--- config.mk ---
export PLATFORM = sky130hd
export DESIGN_NAME = ha_array_accumulator
export DESIGN_NICKNAME = d
export VERILOG_FILES = /design/src/rtl/ha_array_pkg.sv /design/src/rtl/ha_row_weight.sv /design/src/rtl/ha_array_accumulator.sv
export SDC_FILE = /design/constraint.sdc
export NUM_CORES = 1
export LEC_CHECK = 0
export CAP_MARGIN = 20
export CORE_ASPECT_RATIO = 1.25
export CORE_MARGIN = 1
export CORE_UTILIZATION = 47
export CTS_CLUSTER_SIZE = 30
export DETAILED_ROUTE_END_ITERATION = 12
export PLACE_DENSITY = 0.8
export SKIP_CTS_REPAIR_TIMING = 1
export SYNTH_ARGS = -nofsm -noshare
export SYNTH_HDL_FRONTEND = slang
export SYNTH_SLANG_ARGS = --single-unit
--- constraint.sdc ---
create_clock -name clk -period 4.4 [get_ports clk]
set_input_delay 0.88 -clock clk [delete_from_list [all_inputs] [get_ports clk]]
set_output_delay 0.88 -clock clk [all_outputs]
set_load 0.005 [all_outputs]
--- src/rtl/ha_array_pkg.sv ---
// Shared types, constants and row arithmetic for the ha_array partial-product accumulator.
package ha_array_pkg;

    localparam int NUM_ROWS  = 4;   // partial-product rows per operation
    localparam int ROW_SHIFT = 2;   // weight step between consecutive rows
    localparam int T_W       = 9;   // width of a row's t vector
    localparam int B_W       = 7;   // width of a row's b vector
    localparam int OUT_W     = 16;  // product width
    localparam int TAG_W     = 4;   // user tag width

    localparam int RV_W  = 10;                 // unshifted row value width
    localparam int CNT_W = $clog2(NUM_ROWS);   // row counter width
    localparam int SH_W  = $clog2(OUT_W);      // shift amount width

    // One partial-product row: t bits weigh i, b bits weigh j+2.
    typedef struct packed {
        logic [T_W-1:0] t;
        logic [B_W-1:0] b;
    } row_t;

    typedef enum logic [1:0] {
        IDLE = 2'd0,
        ACC  = 2'd1,
        DONE = 2'd2
    } state_t;

    // Unshifted value of a row; 511 + 508 fits in RV_W bits, so no carry is lost.
    function automatic logic [RV_W-1:0] row_value(input logic [T_W-1:0] t,
                                                  input logic [B_W-1:0] b);
        return RV_W'(t) + (RV_W'(b) << 2);
    endfunction

endpackage

--- src/rtl/ha_row_weight.sv ---
// Combinational weighting of one partial-product row into its product-width contribution.
module ha_row_weight
    import ha_array_pkg::*;
(
    input  logic [T_W-1:0]   i_t,
    input  logic [B_W-1:0]   i_b,
    input  logic [CNT_W-1:0] i_k,
    output logic [OUT_W-1:0] o_contrib
);

    logic [RV_W-1:0] w_row_val;
    logic [SH_W-1:0] w_shamt;

    assign w_row_val = row_value(i_t, i_b);
    assign w_shamt   = SH_W'(i_k) * SH_W'(ROW_SHIFT);
    // Bits shifted past OUT_W are dropped: the product is defined modulo 2^OUT_W.
    assign o_contrib = OUT_W'(w_row_val) << w_shamt;

endmodule

--- src/rtl/ha_array_accumulator.sv ---
// Captures a set of ha_array rows, sums them one row per cycle, and hands the
// product downstream through a valid/ready port with the operation's tag.
module ha_array_accumulator
    import ha_array_pkg::*;
(
    input  logic             clk,
    input  logic             rst_n,
    input  logic             in_valid,
    output logic             in_ready,
    input  logic [TAG_W-1:0] in_tag,
    input  logic [T_W-1:0]   ha_array_0_t,
    input  logic [T_W-1:0]   ha_array_1_t,
    input  logic [T_W-1:0]   ha_array_2_t,
    input  logic [T_W-1:0]   ha_array_3_t,
    input  logic [B_W-1:0]   ha_array_0_b,
    input  logic [B_W-1:0]   ha_array_1_b,
    input  logic [B_W-1:0]   ha_array_2_b,
    input  logic [B_W-1:0]   ha_array_3_b,
    output logic             out_valid,
    input  logic             out_ready,
    output logic [OUT_W-1:0] out_product,
    output logic [TAG_W-1:0] out_tag,
    output logic             busy
);

    state_t             r_state;
    state_t             w_state_nxt;
    row_t               r_rows [NUM_ROWS];
    row_t               w_in_rows [NUM_ROWS];
    logic [CNT_W-1:0]   r_cnt;
    logic [OUT_W-1:0]   r_acc;
    logic [TAG_W-1:0]   r_tag;
    logic [OUT_W-1:0]   w_contrib;
    logic               w_accept;
    logic               w_last_row;

    assign w_in_rows[0] = '{t: ha_array_0_t, b: ha_array_0_b};
    assign w_in_rows[1] = '{t: ha_array_1_t, b: ha_array_1_b};
    assign w_in_rows[2] = '{t: ha_array_2_t, b: ha_array_2_b};
    assign w_in_rows[3] = '{t: ha_array_3_t, b: ha_array_3_b};

    assign w_accept   = in_valid && (r_state == IDLE);
    assign w_last_row = (r_cnt == CNT_W'(NUM_ROWS - 1));

    // Contribution of the row selected by the counter.
    ha_row_weight u_row_weight (
        .i_t       (r_rows[r_cnt].t),
        .i_b       (r_rows[r_cnt].b),
        .i_k       (r_cnt),
        .o_contrib (w_contrib)
    );

    // State register.
    always_ff @(posedge clk or negedge rst_n) begin
        // NOTE: non-blocking assignments so every register samples pre-edge values.
        if (!rst_n) begin
            r_state <= IDLE;
        end else begin
            r_state <= w_state_nxt;
        end
    end

    // Next-state logic: accept in IDLE, one add per cycle in ACC, hold in DONE until taken.
    always_comb begin
        // NOTE: default first so no path through the case leaves w_state_nxt unassigned (no latch).
        w_state_nxt = r_state;
        case (r_state)
            IDLE:    if (w_accept)   w_state_nxt = ACC;
            ACC:     if (w_last_row) w_state_nxt = DONE;
            DONE:    if (out_ready)  w_state_nxt = IDLE;
            default:                 w_state_nxt = IDLE;
        endcase
    end

    // Datapath: capture rows and tag on accept, then accumulate one row per ACC cycle.
    always_ff @(posedge clk or negedge rst_n) begin
        if (!rst_n) begin
            r_cnt <= '0;
            r_acc <= '0;
            r_tag <= '0;
            // NOTE: the row holding array is tiny, so it is reset too; nothing reads it outside ACC anyway.
            for (int k = 0; k < NUM_ROWS; k++) begin
                r_rows[k] <= '0;
            end
        end else begin
            case (r_state)
                IDLE: begin
                    if (w_accept) begin
                        for (int k = 0; k < NUM_ROWS; k++) begin
                            r_rows[k] <= w_in_rows[k];
                        end
                        r_tag <= in_tag;
                        r_acc <= '0;
                        r_cnt <= '0;
                    end
                end
                ACC: begin
                    r_acc <= r_acc + w_contrib;
                    r_cnt <= r_cnt + 1'b1;
                end
                default: begin
                end
            endcase
        end
    end

    assign in_ready    = (r_state == IDLE);
    assign busy        = (r_state != IDLE);
    assign out_valid   = (r_state == DONE);
    assign out_product = r_acc;
    assign out_tag     = r_tag;

endmodule

==> flow_summary.json <==
{
  "netlist_top_cells_area": "dfrtp_1 45%, mux2_2 15%, mux4_2 6.4%",
  "track_usage": 0.2206,
  "worst_slew_pin_slew_ns": 1.082,
  "diodes": 0,
  "die_h_um": 116.6,
  "wl_per_cell_um": 17.45,
  "cts_sinks": 88,
  "rsz0062_at_grt": "yes",
  "final_util": 0.6529,
  "yosysUniqueCellTypes": 57,
  "start_kind": "flip-flop",
  "avgSynthCellArea_um2": 12.14,
  "finalClockSkew_ns": 0.006463,
  "cts_tree": "built",
  "path_max_fanout": 6,
  "drc": 0,
  "nets": 614,
  "postLayoutCellArea_um2": 6631,
  "insertion_delay_ns": 0.35,
  "grt_pass1_vias": 3672,
  "worstPathArrival_ns": 4.60,
  "h-tree-depth": 3,
  "layout_min_cycle_time_ns": 4.374,
  "ant_nets": 0,
  "grt_first_pass_wirelength_um": 18320,
  "final-hold-violation-count": 0,
  "place_area_um2": 6081,
  "rows": 41,
  "ys_warn_count": 0,
  "antenna_found_initial": 0,
  "syn-num-nets": 504,
  "hp-class": "flip-flop to flip-flop",
  "num_vias": 3734,
  "clk_pin_slew_ns": 0.07,
  "wl_um": 11360,
  "clk_path_buf_depth": 2,
  "drive_gt1_frac": 0.3046,
  "maxCapViolCount": 0,
  "finalCritPeriodShare": 0.9941,
  "synth_top_cell_by_area": "dfrtp_1",
  "drv_slew": 0,
  "core_area_um2": 10160,
  "syn_to_final_growth_pct": 34.21,
  "drt_iter0_drc": 163,
  "via_per_inst": 5.736,
  "synth_top_flop_cell": "dfrtp_1",
  "synth_area_um2": 4941,
  "worstSetupPathType": "flip-flop to flip-flop",
  "fp.dieW_um": 93.71,
  "cp.required_ns": 4.62,
  "clockRootBuffer": "clkbuf_16",
  "status": "complete, no violations",
  "place_hpwl_um": 8199,
  "maxSlewHeadroom": 0.2787,
  "synth_edf_count": 0,
  "overflow": 0,
  "ys_seq_elements": 88,
  "async_flop_share": 1.000,
  "dieArea_um2": 10930,
  "setup_violations": 0,
  "synthCells": 407,
  "grt_max_degree": 69,
  "hold_slack_ns": 0.5027,
  "critPathCaptureType": "flip-flop",
  "gp_congestion": 0.8945,
  "timing.fmax_ghz": 0.2286,
  "io_buffers": 94,
  "setup_tns_ns": 0,
  "cts_buffers": 9,
  "ioPinCount": 95,
  "synth_largest_type_area_fraction": 0.4457,
  "yosysSeqAreaShare": 0.4457,
  "initial_core_util": 0.4864,
  "first_pass_iters": 4
}
-- cells by family (layout without fill, tap and decap cells) --
kind of cell,count (synthesis),in the layout,share of synthesized area
buffers and inverters,26,141,0.02937
AOI/OAI and AO/OA,89,89,0.1266
xor gates and xnor gates,12,12,0.02127
DFF,88,88,0.4457
adders and majority gates,25,25,0.06635
muxes,88,88,0.2309
and+or+nand+nor,79,79,0.07977
-- critical path: stages, from the launching register on --
cell	delay, ns
dfrtp_2	0.50
buf_12	0.16
mux4_2	0.57
ha_4	0.24
a21o_1	0.20
a221o_1	0.37
or3_1	0.39
or2_1	0.25
nand4_1	0.11
o21ai_2	0.09
ha_4	0.28
o21ai_2	0.06
a211oi_2	0.33
buf_4	0.17
o21ai_2	0.05
a211o_1	0.31
nand3_1	0.09
nand3_1	0.08
-- worst paths after layout --
check	start	end	slack (ns)	cells after the start
min	r_rows[4]	r_rows[4]	0.50	1
max in group asynchronous	rst_n	r_rows[22]	2.89	2
min in group asynchronous	rst_n	out_tag[0]	0.59	1
min reg2reg	r_rows[4]	r_rows[4]	0.50	1
max reg2reg	r_cnt[0]	out_product[15]	0.03	17
max	r_cnt[0]	out_product[15]	0.03	17
-- per-stage QoR --
step / std cells / setup slack, ns
2_1_floorplan: 407 / 0.05197
3_3_place_gp: 629 / 0.08717
3_5_place_dp: 629 / -0.03866
4_1_cts: 645 / -0.1175
5_1_grt: 651 / -0.1494
6_report: 651 / 0.02603
-- synthesized netlist by cell type, types with 2 or more instances --
cell	count
nor3b_1	2
nor2_1	14
and3_1	2
o21ai_0	12
o21a_1	3
nand2_1	32
nand3_1	4
dfrtp_1	88
nand2b_1	6
a31oi_1	3
o32ai_1	4
xor2_1	6
mux4_2	14
a21boi_0	2
buf_2	7
xnor2_1	6
a211o_1	2
o21ai_1	5
o21bai_1	4
clkbuf_1	7
a21o_1	10
fa_1	2
a211oi_1	4
inv_1	5
mux2_2	68
mux2i_1	6
and2_1	2
o31ai_1	2
buf_6	4
o211ai_1	4
nor3_1	5
ha_1	23
a21oi_1	13
nor2b_1	3
o22ai_1	10
buf_1	2
-- cell usage in the layout, fill, tap and decap left out, types with 3 or more instances in the layout --
cell type and instances:
o21a_1 3, nor2_1 14, xor2_1 6, o32ai_1 3, ha_4 6, nand3_1 4, ha_1 15, mux4_2 14
o21ai_2 3, nand2b_1 6, a21o_1 10, nand2_1 32, a211oi_1 3, xnor2_1 6, nor2b_1 3, o211ai_1 4
dfrtp_1 87, o22ai_1 10, o21bai_1 4, a21oi_1 11, clkdlybuf4s50_1 93, o21ai_1 4, nor3_1 5, mux2_2 68
inv_1 5, buf_4 25, o21ai_0 10, mux2i_1 5, clkbuf_16 10
-- state kept, by name, indices dropped and copies added (netlist names) --
name / flops
r_cnt: 2
out_product: 16
r_rows: 64
out_tag: 4
r_state: 2
-- final cells by class --
class | instances | area (um2)
tap | 129 | 161.4
timing repair buffer | 120 | 1164
inverter | 5 | 18.77
sequential | 88 | 2203
multi-input combinational | 293 | 2755
fill | 767 | 3526
clock buffer | 10 | 239.0
clock inverter | 6 | 90.09
-- per-layer routing --
metal / global-route usage / vias to the layer above / routed length (um) / share of wire
met5: 0 / - / 0 / 0
met4: 0.09436 / 0 / 315 / 0.028
met3: 0.03711 / 28 / 417 / 0.037
met2: 0.3645 / 100 / 5774 / 0.51
met1: 0.2876 / 1852 / 4855 / 0.43
li1: - / 1754 / - / -
Power is not shown: default switching activity piles up to over one toggle a cycle in this logic, so the estimate is an artifact.
